`src/rtl/vga_pattern_gen.sv`:
```
// rtl/vga_pattern_gen.sv - registered VGA test-pattern generator with frame-latched mode and scroll
module vga_pattern_gen #(
  parameter int RW           = 3,
  parameter int GW           = 3,
  parameter int BW           = 2,
  parameter int STRIPE_SHIFT = 4,
  parameter int SCROLL_DIV   = 2
) (
  input  logic          clk,
  input  logic          clr_n,
  input  logic          vidon,
  input  logic [9:0]    hc,
  input  logic [9:0]    vc,
  input  logic [1:0]    mode,
  output logic [RW-1:0] red,
  output logic [GW-1:0] green,
  output logic [BW-1:0] blue,
  output logic          frame_start
);

  localparam int FW = (SCROLL_DIV > 1) ? $clog2(SCROLL_DIV) : 1;
  localparam logic [FW-1:0] FCNT_LAST = FW'(SCROLL_DIV - 1);

  logic          org;
  logic          org_q;
  logic [1:0]    mode_q;
  logic [FW-1:0] fcnt;
  logic [9:0]    offset;
  logic [9:0]    sv;
  logic          s;

  assign org         = (hc == 10'd0) && (vc == 10'd0);
  assign frame_start = org && !org_q;
  assign sv          = vc + offset;

  always_comb begin
    s = 1'b0;
    case (mode_q)
      2'd0:    s = vc[STRIPE_SHIFT];
      2'd1:    s = hc[STRIPE_SHIFT];
      2'd2:    s = hc[STRIPE_SHIFT] ^ vc[STRIPE_SHIFT];
      default: s = sv[STRIPE_SHIFT];
    endcase
  end

  // org_q resets high so an origin already present at release does not pulse
  always_ff @(posedge clk or negedge clr_n) begin
    if (!clr_n) begin
      org_q  <= 1'b1;
      mode_q <= 2'd0;
      fcnt   <= '0;
      offset <= 10'd0;
      red    <= '0;
      green  <= '0;
      blue   <= '0;
    end else begin
      org_q <= org;
      if (frame_start) begin
        mode_q <= mode;
        if (fcnt == FCNT_LAST) begin
          fcnt   <= '0;
          offset <= offset + 10'd1;
        end else begin
          fcnt <= fcnt + FW'(1);
        end
      end
      red   <= vidon ? {RW{s}}  : '0;
      green <= vidon ? {GW{~s}} : '0;
      blue  <= '0;
    end
  end

endmodule

```
`config.mk`:
```
export PLATFORM = sky130hd
export DESIGN_NAME = vga_pattern_gen
export DESIGN_NICKNAME = d
export VERILOG_FILES = /design/src/rtl/vga_pattern_gen.sv
export SDC_FILE = /design/constraint.sdc
export NUM_CORES = 1
export LEC_CHECK = 0
export CAP_MARGIN = 0
export CORE_AREA = 2 2 39 41
export CTS_CLUSTER_SIZE = 8
export DETAILED_ROUTE_END_ITERATION = 6
export DIE_AREA = 0 0 41 43
export DONT_BUFFER_PORTS = 1
export GPL_TIMING_DRIVEN = 0
export PLACE_DENSITY_LB_ADDON = 0.12
export SYNTH_ARGS = -nofsm -noshare
export SYNTH_HDL_FRONTEND = slang
export SYNTH_SLANG_ARGS = --single-unit
```
`constraint.sdc`:
```
create_clock -name clk -period 2.1 [get_ports clk]
set_input_delay 0.105 -clock clk [delete_from_list [all_inputs] [get_ports clk]]
set_output_delay 0.105 -clock clk [all_outputs]
set_load 0.02 [all_outputs]
```
==> Word level (Yosys, flattened, before mapping) <==
Cells that the tools add are included.
{ "totals": {"register_bits": 20, "inputBits": 25, "out_inout_bits": 9, "elab_cells": 24} }
{ "op_classes": {"add_sub_neg": 3, "n_eq_ne": 2, "mux": 4, "bitwise_logic": 2, "reduce_logical": 7} }
{ "ops": {"columns": ["op", "n"], "rows": [
  ["10-bit logical NOT", 2],
  ["10-bit by 1-bit adder with 10-bit output, second input constant", 1],
  ["3-bit 2-to-1 mux", 2],
  ["5-bit adder", 1],
  ["1-bit one-hot mux with 3 select lines", 1],
  ["2-bit by 1-bit == test with 1-bit output, second input constant", 1],
  ["2-bit == test, second input constant", 1],
  ["1-bit logical AND", 2],
  ["2-bit logical NOT", 1],
  ["2-bit AND reduction", 1],
  ["1-bit adder, second input constant", 1],
  ["1-bit logical NOT", 1],
  ["1-bit 2-to-1 mux", 1],
  ["1-bit NOT", 1],
  ["1-bit bitwise XOR", 1]
]} }

==> Depth between registers and ports, before layout <==
Gate-level depths: netlist of run 1.
{ "depth": {"depth_word": 4, "depth_mapped": 5, "ltp_nobuf": 5} }

==> Worst setup path after synthesis of run 1 <==
No wires, ideal clock.
{ "synth_timing": {"kind": "register to register", "start": "reg offset[2]", "end": "reg red[1]", "setup_ns": 0.119, "t_arrival_ns": 1.359, "t_required_ns": 1.981, "path_slack_ns": 0.622, "path_stages_with_launch": 6, "path_buffers": 0, "period_less_slack_ns": 1.478, "cell_sequence": "dfrtp_1 ha_1 a21oi_1 nand2_1 a311o_1 o21a_1"} }
{ "synth_via": {"elab_chain_len": 3} }
{ "synth_rtl": {"columns": ["element", "line_no", "text"], "rows": [
  ["start: declaration", "28", "logic [9:0] offset;"],
  ["start signal: assignment", "62", "offset <= offset + 10'd1;"],
  ["5-bit adder", "34", "assign sv = vc + offset;"],
  ["1-bit one-hot mux with 3 select lines", "38", "case (mode_q)"],
  ["3-bit 2-to-1 mux", "67", "red <= vidon ? {RW{s}} : '0;"],
  ["end signal: assignment", "67", null],
  ["end: declaration", "15", "output logic [RW-1:0] red,"]
]} }
Every way passes these cells.
A chain may end at the register's enable or synchronous reset.

==> Final worst setup path of run 1 <==
Ends and elaborated chain as after synthesis.

==> metrics, run 1 <==
Worst EP arrival=1.73 ns; DRC viols=0; max-slew violations=0; clock skew=0.00111 ns; total vias in the final route=543; CP max FO=3; Clock Latency Late Sink=0.27 ns; CP startpoint kind=flop; DP Worst Slack=0.521 ns; Synth Warn #=0; Seq/Total Area, Yosys=38.1%; DRT Pass-1 Iters=4; Tot GR Track Use=16.6%; Tightest Hold Check Type=in -> reg; setup repair after global routing missed its margin=no; worst relative slew slack=66.7%; wire per inst=13.5 um; post-CTS setup buffer count=0; crit-path max cell delay=0.41 ns; Root Driver=clkbuf_4; leakage power=0.398 nW; worst hold slack=0.0193 ns; fraction of layout cells with a size suffix above 1=23.7%; post-synth top area share=34.5%; initial drt markers=5; Worst-path clk slew=0.07 ns; Routed Wire Length=1240 um; commonest cells in the netlist=dfrtp_1 (10), buf_4 (6), nor4_1 (5); final hold viol count=0; Max Freq=0.638 GHz; ys flop type=dfrtp_1; Synth area leader=dfrtp_1; Filler Cell Count=131; Syn Inst Count=67; Longest Clk Path Bufs=2; critical path type=reg -> reg; Avg Inst Size Synth=10.8 sq um; vias in the first global route=490; Detail Route Antenna Nets=0; fin area=816 sq um; area grow syn2layout=12.4%; Post-CTS Resized=0; Worst-Margin Slew=0.498 ns; Final WS setup=0.534 ns; register bit total from synthesis=11; flop2flop setup slack=0.53 ns; most frequent cell after synthesis=dfrtp_1; H-tree levels=1; CTS tree=done; routability cong.=0.747; first-pass GRT wire length=1890 um; grt ovf=0; Placed Area=749 sq um; core area=1380 sq um; worst vdd ir=324 uV; Top-Level Pins=34; crit path time final=1.57 ns; DIE AREA=1760 sq um; Chip Width=41 um; Pwr Density=490 nW/um^2; total clock sinks=11; Nets=106; Post-synth EDFFs=0; Port Buf Inserts=0; Setup TNS=0 ns; Distinct cells, synth=32; run status=finished clean; CP Capture Type=flop; DIE HEIGHT=43 um; Synth area leaders=dfrtp_1 (34%), ha_1 (6.9%), buf_4 (6.2%), xor2_1 (4.8%), nor4_1 (4.3%); initial antenna violation count=0; Final Setup Violations=0; Tcrit/Tclk final=74.6%; row count=14; largest net degree at the start of global routing=12; CP Cell Sequence=ha_1 > a21oi_1 > nand2_1 > a311o_1 > o21a_1; Synth Cell Area=726 sq um; Starting Density=52.4%; ys async rst share=100%; Critical Path RT=2.26 ns; TritonCTS Buffers=3; vias per std cell=5.90; Slowest-stage cell, CP=dfrtp_1; max-cap violations=0; Antenna Diode Count=0
-- registers in the layout, indices dropped and copies added (netlist names) --
| name | flops |
|---|---|
| red | 1 |
| fcnt | 1 |
| mode_q | 2 |
| offset | 5 |
| green | 1 |
| org_q | 1 |
-- final timing paths --
path,startpoint,to,depth (start not counted)
min in group asynchronous,clr_n,offset[3]$_DFFE_PN0P_,1
hold reg to reg,offset[3]$_DFFE_PN0P_,offset[3]$_DFFE_PN0P_,1
setup reg to reg,offset[2]$_DFFE_PN0P_,red[1]$_DFF_PN0_,5
max in group asynchronous,clr_n,org_q$_DFF_PN1_,1
setup / recovery,offset[2]$_DFFE_PN0P_,red[1]$_DFF_PN0_,5
hold / removal,vc[5],org_q$_DFF_PN1_,3
-- worst max-delay path: cells and delay by family, from the launching register on --
family                   cells  cell delay (ns)
AO/OA/AOI/OAI                3             0.65
adder cells (fa/ha/maj)      1             0.32
flip-flops                   1             0.41
AND/OR/NAND/NOR              1             0.09
-- report_power, final --
group          switching [W]  internal (W)
logic              0.0000194     0.0000190
clock network      0.0000703     0.0000736
registers         0.00000403      0.000214
total              0.0000937      0.000306
-- per-stage QoR --
| stage | std cells | total power, W | utilization, % |
|---|---|---|---|
| floorplan | 68 | 0.000249 | - |
| global placement | 84 | 0.000250 | 54.2 |
| detailed placement | 84 | 0.000251 | 54.2 |
| CTS | 92 | 0.000405 | 59.0 |
| global route | 92 | 0.000417 | 59.0 |
| finish | 92 | 0.000400 | 59.0 |
-- cells in the final DEF, fill, tap and decap left out, types with 2 or more instances in the layout --
master and n:
nor4_1 5, ha_1 4, dfrtp_1 10, clkbuf_4 3, buf_4 6, nor3_1 4
xnor2_1 2, nand2_1 3, dlygate4sd3_1 4, nand4_1 3, conb_1 2, mux2_4 2
inv_1 3, xor2_1 4
-- routing by layer --
layer,up-vias,track usage [%],share of wire [%],wire [um]
li1,261,-,-,-
met1,251,18.6,43,541
met2,26,26.3,47,582
met3,5,3.14,6.8,85
met4,0,12.0,2.9,36
met5,-,0,0,0
-- cell type report --
type	count	area, sq um	share of cell area [%]
Buffer	7	56.3	6.90
Clock buffer	4	26.3	3.22
Inverter	3	11.3	1.38
Multi-Input combinational cell	47	385	47.2
Sequential cell	11	277	33.9
Tap cell	16	20.0	2.45
Timing Repair Buffer	4	40.0	4.91
-- repair_timing --
item	in CTS	in global routing
endpoints found under the hold margin	15	0
hold buffers	4	0
endpoints found under the setup margin	0	0
-- kinds of logic after synthesis --
| group | count (synthesis) | synth area share, % |
|---|---|---|
| AND/OR/NAND/NOR | 26 | 25.5 |
| adder cells (fa/ha/maj) | 4 | 6.90 |
| XOR/XNOR | 6 | 7.24 |
| flip-flops | 11 | 38.1 |
| other | 1 | 0.517 |
| multiplexers | 4 | 7.07 |
| AO/OA/AOI/OAI | 5 | 5.35 |
| buffers and inverters | 10 | 9.31 |
(Power assumes the default switching activity.)
==> run 2, diff against run 1 <==
==> constraint.sdc (replaced) <==
create_clock -name clk -period 1.6 [get_ports clk]
set_input_delay 0.08 -clock clk [delete_from_list [all_inputs] [get_ports clk]]
set_output_delay 0.08 -clock clk [all_outputs]
set_load 0.02 [all_outputs]
==> run 2 against run 1 <==
Compared with the run above:
- sequential power is 31% higher
- clock skew up 0.0012 ns
- worst hold slack gained 0.0032 ns
- critical path depth down 1
- global-route usage up 0.72 points
- cell area up 6.0%
- critical endpoint unchanged
- final cell count increased by 3.3%
- die area is the same
- sequential share of layout area shrank 1.9 points
- highest routed layer unchanged
==> metrics, run 2 (same netlist as run 1, synthesis figures left out) <==
commonest non-fill, non-tap cell in the layout=dfrtp_1 (unchanged); Placed Area=749 sq um (unchanged); Antenna Diode Count=0 (unchanged); vias per std cell=5.95 (was 5.90); grt ovf=0 (unchanged); Final Setup Violations=0 (unchanged); Top-Level Pins=34 (unchanged); Pwr Density=605 nW/um^2 (was 490 nW/um^2); area grow syn2layout=19.1% (was 12.4%); Nets=109 (was 106); first-pass GRT wire length=1970 um (was 1890 um); clock skew=0.00232 ns (was 0.00111 ns); max-cap violations=0 (unchanged); r2r startpoint=offset[3]$_DFFE_PN0P_ (was offset[2]$_DFFE_PN0P_); Critical Path End=red[1]$_DFF_PN0_ (unchanged); vias in the first global route=502 (was 490); Max Freq=0.661 GHz (was 0.638 GHz); Port Buf Inserts=0 (unchanged); Root Driver=clkbuf_4 (unchanged); Routed Wire Length=1290 um (was 1240 um); initial antenna violation count=0 (unchanged); Clk pwr share=35.3% (was 36.0%); Tightest Hold Check Type=in -> reg (unchanged); Seq pwr share=54.7% (was 54.4%); Bufs and invs on worst path=0 (unchanged); CP Capture Type=flop (unchanged); worst vdd ir=449 uV (was 324 uV); fin area=865 sq um (was 816 sq um); Setup TNS=0 ns (unchanged); multi-input logic area=409 sq um (was 385 sq um); Detail Route Antenna Nets=0 (unchanged); Longest Clk Path Bufs=2 (unchanged); worst relative slew slack=66.6% (was 66.7%); flip-flop count of the largest register after layout=5 (unchanged); Chip Width=41 um (unchanged); Worst EP arrival=1.67 ns (was 1.73 ns); H-tree levels=1 (unchanged); Combinational Power Share=10.0% (was 9.6%); Critical R2R Capture=red[1]$_DFF_PN0_ (unchanged); Levels on crit path=4 (was 5); Clock Latency Late Sink=0.27 ns (about the same); crit path time final=1.51 ns (was 1.57 ns); Filler Cell Count=126 (was 131); Tcrit/Tclk final=94.5% (was 74.6%); register area=277 sq um (unchanged); DRC viols=0 (unchanged); critical path type=reg -> reg (unchanged); Critical Path RT=1.76 ns (was 2.26 ns); total vias in the final route=565 (was 543); DIE HEIGHT=43 um (unchanged); CP max FO=3 (unchanged); Worst setup startpoint=offset[3]$_DFFE_PN0P_ (was offset[2]$_DFFE_PN0P_); DIE AREA=1760 sq um (unchanged); core area=1380 sq um (unchanged); Top Registers=offset: 5 flops, mode_q: 2 flops (unchanged); DP Worst Slack=0.0209 ns (was 0.521 ns); routability cong.=0.747 (unchanged); CTS tree=done (unchanged); R2R cell count=4 (was 5); Hold Path Origin=vc[4] (was vc[5]); kind of cell adding the most delay to the critical path=compound AO/OA/AOI/OAI gates (unchanged); leakage power=0.414 nW (was 0.398 nW); Worst-path clk slew=0.06 ns (was 0.07 ns); flop2flop setup slack=0.09 ns (was 0.53 ns); run status=finished clean (unchanged); setup repair after global routing missed its margin=no (unchanged); max-slew violations=0 (unchanged); TritonCTS Buffers=3 (unchanged); sw power=0.000120 W (was 0.0000937 W); wire per inst=13.5 um (about the same); most frequent cells in the layout=dfrtp_1 (10), buf_4 (8), nor4_1 (5), dlygate4sd3_1 (5) (was dfrtp_1 (10), buf_4 (6), nor4_1 (5)); Switching Share=22.9% (was 23.4%); fraction of layout cells with a size suffix above 1=29.1% (was 23.7%); Total Power=0.000523 W (was 0.000400 W); row count=14 (unchanged); total clock sinks=11 (unchanged); Starting Density=52.4% (unchanged); CP Cell Sequence=ha_1 > and3_1 > a311o_1 > o21a_1 (was ha_1 > a21oi_1 > nand2_1 > a311o_1 > o21a_1); initial drt markers=4 (was 5); CP startpoint kind=flop (unchanged); Worst-Margin Slew=0.499 ns (was 0.498 ns); Slowest-stage cell, CP=dfrtp_1 (unchanged); crit-path max cell delay=0.41 ns (about the same); Final WS setup=0.0880 ns (was 0.534 ns); largest net degree at the start of global routing=12 (unchanged); final hold viol count=0 (unchanged); Pint=0.000404 W (was 0.000306 W); largest reg by FF count=offset (unchanged); DRT Pass-1 Iters=4 (unchanged); Tot GR Track Use=17.3% (was 16.6%)
run 2: changes by cell type in the layout (fill, tap and decap cells not counted):
cell           change
ha_1               -1
a21oi_1            -1
o41ai_2            +1
a21oi_2            +1
ha_4               +1
dlygate4sd3_1      +1
buf_4              +2
o41ai_1            -1
run 2: power by group through the flow:
stage	sequential [W]	combinational [W]	clock [W]
floorplan	0.000291	0.0000353	0
global placement	0.000291	0.0000371	0
detailed placement	0.000291	0.0000377	0
CTS	0.000286	0.0000515	0.000194
global route	0.000286	0.0000583	0.000205
finish	0.000286	0.0000525	0.000185
run 2: what timing repair did:
action / in CTS / in global routing
setup endpoints to repair: 0 / 2
buffers inserted: 0 / 2
endpoints found under the hold margin: 16 / 0
resized for setup: 0 / 3
hold buffers: 5 / 0
run 2: worst min-delay path by stage:
| stage | to | slack (ns) | cells past startpoint |
|---|---|---|---|
| 4_1_cts | green[1]$_DFF_PN0_ | 0.04 | 3 |
| 6_report | green[1]$_DFF_PN0_ | 0.02 | 3 |
| 2_1_floorplan | fcnt$_DFFE_PN0P_ | -0.22 | 0 |
| 3_3_place_gp | offset[0]$_DFFE_PN0P_ | -0.22 | 0 |
| 5_1_grt | green[1]$_DFF_PN0_ | 0.01 | 3 |
| 3_5_place_dp | offset[1]$_DFFE_PN0P_ | -0.22 | 0 |
run 2: final cells by class:
class / count / share of cell area, %
Buffer: 7 / 6.51
Clock buffer: 4 / 3.04
Inverter: 3 / 1.30
Multi-Input combinational cell: 47 / 47.3
Sequential cell: 11 / 32.0
Tap cell: 16 / 2.32
Timing Repair Buffer: 7 / 7.53
run 2: worst reg2reg max path, stage by stage (launching register included):
cell and delay, ns:
dfrtp_1 0.41, ha_1 0.32, and3_1 0.15, a311o_1 0.36
o21a_1 0.17
run 2: per-stage QoR:
stage / utilization [%] / instances / hold slack, ns
after floorplan: - / 68 / -0.216
after global placement: 54.2 / 84 / -0.215
after detailed placement: 54.2 / 84 / -0.215
after CTS: 59.7 / 93 / 0.0372
after global routing: 62.5 / 95 / 0.0105
final: 62.5 / 95 / 0.0226
run 2: layer usage:
metal	vias to the layer above	wire length [um]	track usage, %	part of all wire, %
met5	-	0	0	0
met4	0	43	13.3	3.3
met3	7	102	4.19	7.9
met2	28	597	26.6	46
met1	261	544	19.2	42
li1	269	-	-	-
